==> src/rtl/regfile_wb_arbiter.sv <==
// Round-robin write-back arbiter in front of a 32x32 register file port.
// After reset it sweeps r0..r31 with data = index before accepting requests.
module regfile_wb_arbiter #(
    parameter int NREQ    = 3,
    parameter bit INIT_EN = 1'b1
) (
    input  logic               clock,
    input  logic               reset,
    input  logic [NREQ-1:0]    req_valid,
    input  logic [NREQ*5-1:0]  req_reg_num,
    input  logic [NREQ*32-1:0] req_data,
    output logic [NREQ-1:0]    req_ready,
    output logic               reg_write,
    output logic [4:0]         wr_reg_num,
    output logic [31:0]        wr_data,
    output logic               init_done
);

    localparam int GW = (NREQ > 1) ? $clog2(NREQ) : 1;

    typedef enum logic {INIT, RUN} state_t;

    typedef struct packed {
        logic [4:0]  reg_num;
        logic [31:0] data;
    } wb_req_t;

    state_t              state, state_next;
    logic [4:0]          cnt;
    logic [GW-1:0]       last_grant;
    logic [GW-1:0]       grant_idx;
    logic                grant_any;
    logic                fire;
    wb_req_t [NREQ-1:0]  req;

    for (genvar k = 0; k < NREQ; k++) begin : g_req
        assign req[k] = {req_reg_num[5*k +: 5], req_data[32*k +: 32]};
    end

    function automatic logic [GW-1:0] rr_idx(input logic [GW-1:0] base, input int off);
        int s;
        s = int'(base) + off;
        if (s >= NREQ) s = s - NREQ;
        return GW'(s);
    endfunction

    // Search starts one past the last winner so every requester waits at most NREQ-1 grants.
    always_comb begin
        grant_idx = last_grant;
        grant_any = 1'b0;
        for (int off = 1; off <= NREQ; off++) begin
            if (!grant_any && req_valid[rr_idx(last_grant, off)]) begin
                grant_any = 1'b1;
                grant_idx = rr_idx(last_grant, off);
            end
        end
    end

    // init_done (not state) gates acceptance, and reset masks ready so nothing is handshaken during it.
    assign fire      = grant_any && init_done && !reset;
    assign req_ready = fire ? (NREQ'(1) << grant_idx) : '0;

    always_comb begin
        state_next = state;
        case (state)
            INIT:    if (cnt == 5'd31) state_next = RUN;
            RUN:     state_next = RUN;
            default: state_next = RUN;
        endcase
    end

    always_ff @(posedge clock) begin
        if (reset) begin
            state      <= INIT_EN ? INIT : RUN;
            cnt        <= 5'd0;
            last_grant <= GW'(NREQ - 1);
            reg_write  <= 1'b0;
            wr_reg_num <= 5'd0;
            wr_data    <= 32'd0;
            init_done  <= 1'b0;
        end else begin
            state     <= state_next;
            init_done <= (state_next == RUN);
            if (state == INIT) begin
                reg_write  <= 1'b1;
                wr_reg_num <= cnt;
                wr_data    <= {27'b0, cnt};
                if (cnt != 5'd31) cnt <= cnt + 5'd1;
            end else if (fire) begin
                // r0 requests are consumed but never written so r0 stays zero.
                reg_write  <= (req[grant_idx].reg_num != 5'd0);
                wr_reg_num <= req[grant_idx].reg_num;
                wr_data    <= req[grant_idx].data;
                last_grant <= grant_idx;
            end else begin
                reg_write <= 1'b0;
            end
        end
    end

endmodule

==> config.mk <==
export PLATFORM = sky130hd
export DESIGN_NAME = regfile_wb_arbiter
export DESIGN_NICKNAME = d
export VERILOG_FILES = /design/src/rtl/regfile_wb_arbiter.sv
export SDC_FILE = /design/constraint.sdc
export NUM_CORES = 1
export LEC_CHECK = 0
export ABC_AREA = 1
export CORE_MARGIN = 2
export CORE_UTILIZATION = 30
export CTS_CLUSTER_SIZE = 10
export DETAILED_ROUTE_END_ITERATION = 12
export GPL_ROUTABILITY_DRIVEN = 0
export GPL_TIMING_DRIVEN = 0
export HOLD_SLACK_MARGIN = 0.08
export PLACE_DENSITY = 0.64
export SETUP_SLACK_MARGIN = 0.05
export SLEW_MARGIN = 0
export SYNTH_ARGS = -nofsm -noshare
export SYNTH_HDL_FRONTEND = slang
export SYNTH_SLANG_ARGS = --single-unit
export TNS_END_PERCENT = 5
==> constraint.sdc <==
create_clock -name clock -period 3.1 [get_ports clock]
set_input_delay 0.465 -clock clock [delete_from_list [all_inputs] [get_ports clock]]
set_output_delay 0.465 -clock clock [all_outputs]
set_load 0.1 [all_outputs]
# Yosys cells after proc, flatten, opt, wreduce, memory -nomap -nowiden
# Index checks and enable logic that the tools add are counted.
# Widths: inputs -> output; s select.
# op_classes
n_addsub	7
magnitude_cmp	7
eq_ne	3
n_shift	1
mux	26
bitwise	1
reduce_logical	11
# ops
cell	n
$bmux 37 s2	1
$mux 37	1
$mux 5	4
$lt 2x3->1 const B	4
$mux 2	6
$ge 3x2->1 const B	3
$mux 1	9
$add 2x2->3 const B	2
$bmux 1 s2	3
$sub 2x2->2 const B	3
$add 5x1->5 const B	1
$eq 5x5->1 const B	1
$ne 5x5->1 const B	1
$reduce_bool 5->1	1
$logic_and 1x1->1	4
$reduce_and 2->1	2
$add 2x1->3 const B	1
$logic_not 1->1	3
$mux 3	1
$shl 1x2->3 const A	1
$ne 2x1->1 const B	1
$pmux 1 s2	1
$reduce_or 2->1	1
$not 1->1	1
# totals
register_bits	46
input_bits	116
out_inout_bits	42
elab_cells	63

# Depth between registers and ports, before layout
# Gate-level depths: netlist of run 1.
# logic_depth
depth_word	17
mapped_depth	18
ltp_nobuf	17

# Worst setup path after synthesis of run 1
# Ideal clock, no wire load.
# synth_path
path_kind	register to output
start	register state (netlist name)
end	output port req_ready[0]
arrival_ns	3.233
required_ns	2.635
slack_ns	-0.598
stages_incl_launch_ff	7
n_path_buf	0
path_cell_list	dfxtp_1 -> inv_2 -> nor2_2 -> o21ai_4 -> inv_4 -> nand2_4 -> nor2_1
# synth_rtl
item	line	source
to (decl)	12	output logic [NREQ-1:0] req_ready,

# Worst setup path after layout of run 1
# layout_path
start	register last_grant[0]
end	output port req_ready[0]
# layout_between
elab_chain_len	15
word_cells_on_any_way	32
classes_between	add/sub: 6; order compare: 3; shift: 1; mux: 16; reduce/logical: 6
# layout_rtl
item	line	source
from (decl)	30	logic [GW-1:0] last_grant;
from (signal assigned)	76	last_grant <= GW'(NREQ - 1);
from (signal assigned)	94	last_grant <= grant_idx;
$add 2x1->3	42	s = int'(base) + off;
$ge 3x2->1 or $sub 2x2->2 (tied branches)	43	if (s >= NREQ) s = s - NREQ;
$mux 2	43	
$bmux 1 s2	52	if (!grant_any && req_valid[rr_idx(last_grant, off)]) begin
$mux 1 (not written as such)	52	
$mux 1	52	
$logic_not 1->1	52	
$logic_and 1x1->1	52	
$mux 1	52	
$logic_not 1->1	52	
$logic_and 1x1->1	52	
$mux 1	52	
$logic_and 1x1->1 (2 in a row)	60	assign fire = grant_any && init_done && !reset;
$mux 3 *	61	assign req_ready = fire ? (NREQ'(1) << grant_idx) : '0;
# Mark *: on every way between the ends. The rest lies on a longest branch, timed or not. The select of a mux whose other input is x is not followed.

==> results.toml, run 1 <==
[worst_setup_path]
cp.required_ns = 2.63
cp_slowest_cell = "dfxtp_4"
crit_family = "simple AND/OR/NAND/NOR gates"
path_buf_inv = 5
max_stage_delay_ns = 0.38
start_kind = "register"
cp_data_arrival_time_ns = 2.46
crit_type = "reg -> out"
endpoint_kind = "output pin"
crit_chain = "inv_2 > ha_1 > buf_6 > inv_2 > nand2_2 > nand2_2 > nor2_4 > inv_2 > nand2_4 > nor2_2 > nand2_1 > nand2_4 > nand2_4 > nor2_4 > buf_12"
cp_max_fo = 10

[finish]
areaGrowthSynthToFinish_pct = 64.9
finalNetCount = 709
utilization_pct = 50.9
diodes = 0
fin_cells = 721
drive_above_1_share_pct = 17.3

[clock_tree]
numCtsBuffers = 5
cts_sinks = 46
clockRootBuffer = "clkbuf_8"
cts_tree = "built"
clock_path_buffers = 2
ctsHoldBuffers = 0
htreeDepth = 2
clk_latency_ns = 0.31
path_clk_slew_ns = 0.10

[run_status]
status = "complete, no violations"

[drt]
detail_route.iter0.violations = 104
vias = 3449
wl_mm = 11.0
vias_per_cell = 4.78
routedWlPerCell_um = 15.2
drt_pass1_iterations = 4
ant_nets = 0
drc = 0

[power]
p_leak_uw = 0.00203
ir_drop_v = 0.000200
finalPower_uw = 1380
power_density_mw_per_mm2 = 280

[floorplanning]
die_h_um = 104
die_area_mm2 = 0.0108
core_mm2 = 0.00973
num_rows = 36
initial_utilization_pct = 30.9
io_pins = 158
die_w_um = 104

[synthesis]
ys_seq_area_share_pct = 30.7
yosysTopAreaCell = "dfxtp_1"
ys_top_cells_by_count = "nand2_1 (111), nor2_1 (62), dfxtp_1 (46)"
synth_area_leaders = "dfxtp_1 (31%), nand2_1 (14%), o211ai_2 (7.9%), nor2_1 (7.8%), nand4_1 (5.8%)"
synth_area_mm2 = 0.00300
yosysMostFrequentCell = "nand2_1"
synth_top_area_share_pct = 30.7
ys_types = 36
ys.flop_type = "dfxtp_1"
yosysWarnings = 0
avgSynthCellArea_um2 = 7.15
syn_nets = 542
synth_cells = 420
ys_async_sr_fraction_pct = 0
synth-edff-count = 0
ys_ff_latch = 46

[timing]
tns_ns = 0
final-hold-violation-count = 0
setup_violations = 0
min_period_over_period_pct = 94.5
rsz0062_at_grt = "true"
slew_headroom_pct = 31.8
fin_worst_skew_ns = 0.0107
fmax_mhz = 341
maxSlewViolCount = 0
fin_crit_ns = 2.93
worst_pin_slew_ns = 1.02
hold_slack_ns = 0.500

[grt]
grt_use_total_pct = 20.2
grt_pass1_wl_mm = 18.1
overflow = 0
grt_pass1_vias = 3482
antenna_found_initial = 0
grt_max_degree = 16

[worst_hold_path]
hold_class = "reg -> reg"

[place]
dp_hpwl_mm = 8.23
port_buffers = 157
dp_cells = 710

[flow_run]
cap_violations = 0
-- where the power goes --
| part | leakage [µW] | internal, µW | switching, µW | total [µW] |
|---|---|---|---|---|
| logic | 0.00161 | 179 | 173 | 352 |
| registers | 0.000372 | 598 | 6.31 | 605 |
| clock network | 0.0000478 | 185 | 243 | 428 |
| total | 0.00203 | 962 | 423 | 1380 |
-- metrics by stage --
step           worst slack (ns)  instance area, µm²
2_1_floorplan            -0.137                3010
3_3_place_gp             -0.829                4750
3_5_place_dp             -0.865                4750
4_1_cts                  0.0522                4880
5_1_grt                 0.00236                4950
6_report                  0.170                4950
-- timing repair --
| action | CTS | global route |
|---|---|---|
| buffers inserted | 1 | 2 |
| pin swaps | 1 | 3 |
| resized for setup | 30 | 14 |
| setup endpoints to repair | 3 | 3 |
-- layout by cell type (no fill, tap or decap), types with 4 or more instances in the layout --
cell	count
ha_1	6
clkbuf_8	7
a31oi_1	4
inv_2	5
nand2_1	109
nand3_1	16
o211ai_1	8
o21ai_0	12
dfxtp_1	44
nand2_4	5
nor2_1	59
nor2_4	5
o21ai_2	19
buf_4	4
nand2_2	7
o21ai_1	5
nor2_2	4
o211ai_2	19
clkbuf_1	8
nand4_1	28
buf_2	5
inv_1	23
clkdlybuf4s50_1	154
-- cell type report --
class,instances,area (µm²)
Tap cell,133,166
Inverter,32,133
Sequential cell,46,926
Multi-Input combinational cell,322,1870
Buffer,20,144
Fill cell,997,4780
Timing Repair Buffer,160,1620
Clock buffer,6,82.6
Clock inverter,2,16.3
-- worst register-to-register path: cells and delay by family, from the launching register on --
family          cells  cell delay, ns
fa+ha+maj           1            0.30
buf+inv             6            0.75
flops               1            0.38
compound gates      1            0.08
simple gates        9            0.96
-- cells by family after synthesis --
logic type,synth area share [%]
AND/OR/NAND/NOR,37.1
AO/OA/AOI/OAI,21.0
flip-flops,30.7
adder cells (fa/ha/maj),2.50
XOR/XNOR,0.292
buffers and inverters,8.46
-- worst paths after layout --
kind / start / to / slack, ns / depth (start not counted)
min: wr_reg_num[0] / wr_reg_num[0] / 0.50 / 2
min reg2reg: wr_reg_num[0] / wr_reg_num[0] / 0.50 / 2
max reg2reg: last_grant[0] / wr_data[17] / 0.60 / 17
max: last_grant[0] / req_ready[0] / 0.17 / 15
-- layer usage --
metal / vias to the layer above / track usage (%) / wire, µm
met1: 1592 / 26.9 / 5020
met2: 103 / 34.1 / 5310
met3: 9 / 4.14 / 558
met5: - / 0 / 0
li1: 1745 / - / -
met4: 0 / 3.76 / 108
-- sequential cells by signal (all words and copies together), names as in the netlist --
name,count
cnt,5
last_grant,2
reg_write,1
state,1
wr_data,32
wr_reg_num,5
(Power assumes the default switching activity.)
==> run 2: changes to the inputs <==
- CORE_UTILIZATION: 30 -> 40
- PLACE_DENSITY: 0.64 -> 0.81
==> run 2 against run 1 <==
  * Sequential share of layout area barely moved
  * Setup slack improved by 0.023 ns
  * Routed wire length fell by 6.3%
  * Critical path type unchanged
  * Highest routed layer unchanged
==> results.toml, run 2 (synthesis gave the netlist of run 1 again) <==
[run_status]
status = "complete, no violations"

[timing]
slew_headroom_pct = 32.8
fmax_mhz = 344
fin_crit_ns = 2.91
min_period_over_period_pct = 93.8
final-hold-violation-count = 0
maxSlewViolCount = 0
rsz0062_at_grt = "true"
hold_slack_ns = 0.497
tns_ns = 0
fin_worst_skew_ns = 0.00607
setup_violations = 0
worst_pin_slew_ns = 1.00

[power]
ir_drop_v = 0.000218
switchingPower_uw = 383
seq_power_share_pct = 43.1
combPwrFrac_pct = 25.0
swShare_pct = 27.3
internal_power_uw = 1020
clkPwrFrac_pct = 31.8
power_density_mw_per_mm2 = 283
p_leak_uw = 0.00205

[worst_setup_path]
endpoint_kind = "output pin"
start_kind = "register"
cp_data_arrival_time_ns = 2.44
r2r.worst_path.cells = 14
crit_path_start = "last_grant[0]"
cp.required_ns = 2.63
ff2ff_setup_slack_ns = 0.55
r2r-start = "last_grant[0]"
r2r_end = "wr_data[10]"
cp_max_fo = 10
crit_type = "reg -> out"

[clock_tree]
clockRootBuffer = "clkbuf_8"
cts_sinks = 46
cts_tree = "built"
htreeDepth = 2
path_clk_slew_ns = 0.09
numCtsBuffers = 5
clk_latency_ns = 0.29
clock_path_buffers = 2

[finish]
drive_above_1_share_pct = 17.7
final_common_cell = "clkdlybuf4s50_1"
final_cell_mix = "clkdlybuf4s50_1 (154), nand2_1 (110), nor2_1 (59), dfxtp_1 (44), nand4_1 (28)"
reg_top3 = "wr_data (32), cnt (5), wr_reg_num (5)"
regMostFlops = "wr_data"
multiInputGateArea_mm2 = 0.00187
fillers = 626
final_area_mm2 = 0.00495
largest_register_ffs = 32
seqCellArea_um2 = 926
areaGrowthSynthToFinish_pct = 64.8
finalNetCount = 714
diodes = 0

[floorplanning]
core_mm2 = 0.00725
num_rows = 31
die_w_um = 90.6
io_pins = 158
die_h_um = 90.6
initial_utilization_pct = 41.4
die_area_mm2 = 0.00822

[drt]
ant_nets = 0
vias = 3513
met2_wirelength_mm = 5.10
topRoutingLayerUsed = "met4"
drc = 0
route.met3.wl_um = 684
met1_length_mm = 4.32
drt_pass1_iterations = 4
vias_per_cell = 5.08
wl_mm = 10.3
detail_route.iter0.violations = 132
routedWlPerCell_um = 14.9

[grt]
grt_use_total_pct = 24.2
overflow = 0
grt_pass1_wl_mm = 16.4
antenna_found_initial = 0
grt_max_degree = 15
grt_pass1_vias = 3369

[place]
port_buffers = 157
placed_area_mm2 = 0.00470
dp_hpwl_mm = 7.95

[flow_run]
cap_violations = 0

[worst_hold_path]
hold_path_end = "wr_reg_num[2]"
hold_path_startpoint = "wr_reg_num[2]"
hold_class = "reg -> reg"
holdPathStages = 2
==> run 2: power groups by stage <==
stage / clock (µW) / combinational (µW) / sequential, µW
finish: 446 / 351 / 605
global route: 475 / 377 / 606
CTS: 461 / 344 / 605
detailed placement: 0 / 341 / 619
global placement: 0 / 338 / 619
floorplan: 0 / 112 / 654
==> run 2: area by class of cell <==
type,instances,area share (%)
plain buffers,20,2.70
inverters,32,2.68
well taps,99,2.50
multi-input cells,322,37.9
flip-flops and latches,46,18.7
repair buffers,165,33.3
clock buffers,6,1.47
clock inverters,2,0.758
==> run 2: repair_timing <==
action                     4_1_cts  5_1_grt
hold buffers                     0        0
setup buffers                    1        7
resized for setup               30       11
pin swaps                        1        2
setup endpoints to repair        3        3
==> run 2: worst max path at each step <==
stage / to / slack [ns] / cells after the start
floorplan: req_ready[0] / -0.14 / 6
finish: req_ready[2] / 0.19 / 14
global route: req_ready[1] / 0.02 / 13
detailed placement: req_ready[2] / -0.82 / 12
CTS: req_ready[0] / 0.07 / 13
global placement: req_ready[2] / -0.81 / 12
==> run 2: metal layers <==
layer	up-vias	GRT usage [%]
met4	0	7.05
met2	133	41.8
met1	1608	30.7
met3	17	4.67
met5	-	0
li1	1755	-
==> run 2: through the flow <==
step / total power (µW) / utilization (%) / std cells / setup slack [ns]
after global routing: 1460 / 68.2 / 692 / 0.0191
after CTS: 1410 / 66.9 / 685 / 0.0690
after detailed placement: 960 / 64.8 / 676 / -0.818
after floorplan: 766 / - / 420 / -0.137
after global placement: 957 / 64.8 / 676 / -0.808
final: 1400 / 68.2 / 692 / 0.193
==> run 2: critical path, cell delays in order (launching register included) <==
cell     delay [ns]
dfxtp_4        0.38
inv_2          0.07
ha_1           0.30
buf_6          0.14
nand2_1        0.10
nand2_1        0.11
nand2_4        0.12
nand2_4        0.09
inv_6          0.11
nand2_2        0.07
nand2_2        0.09
nand2_4        0.11
nor2_4         0.14
buf_6          0.13
buf_12         0.17
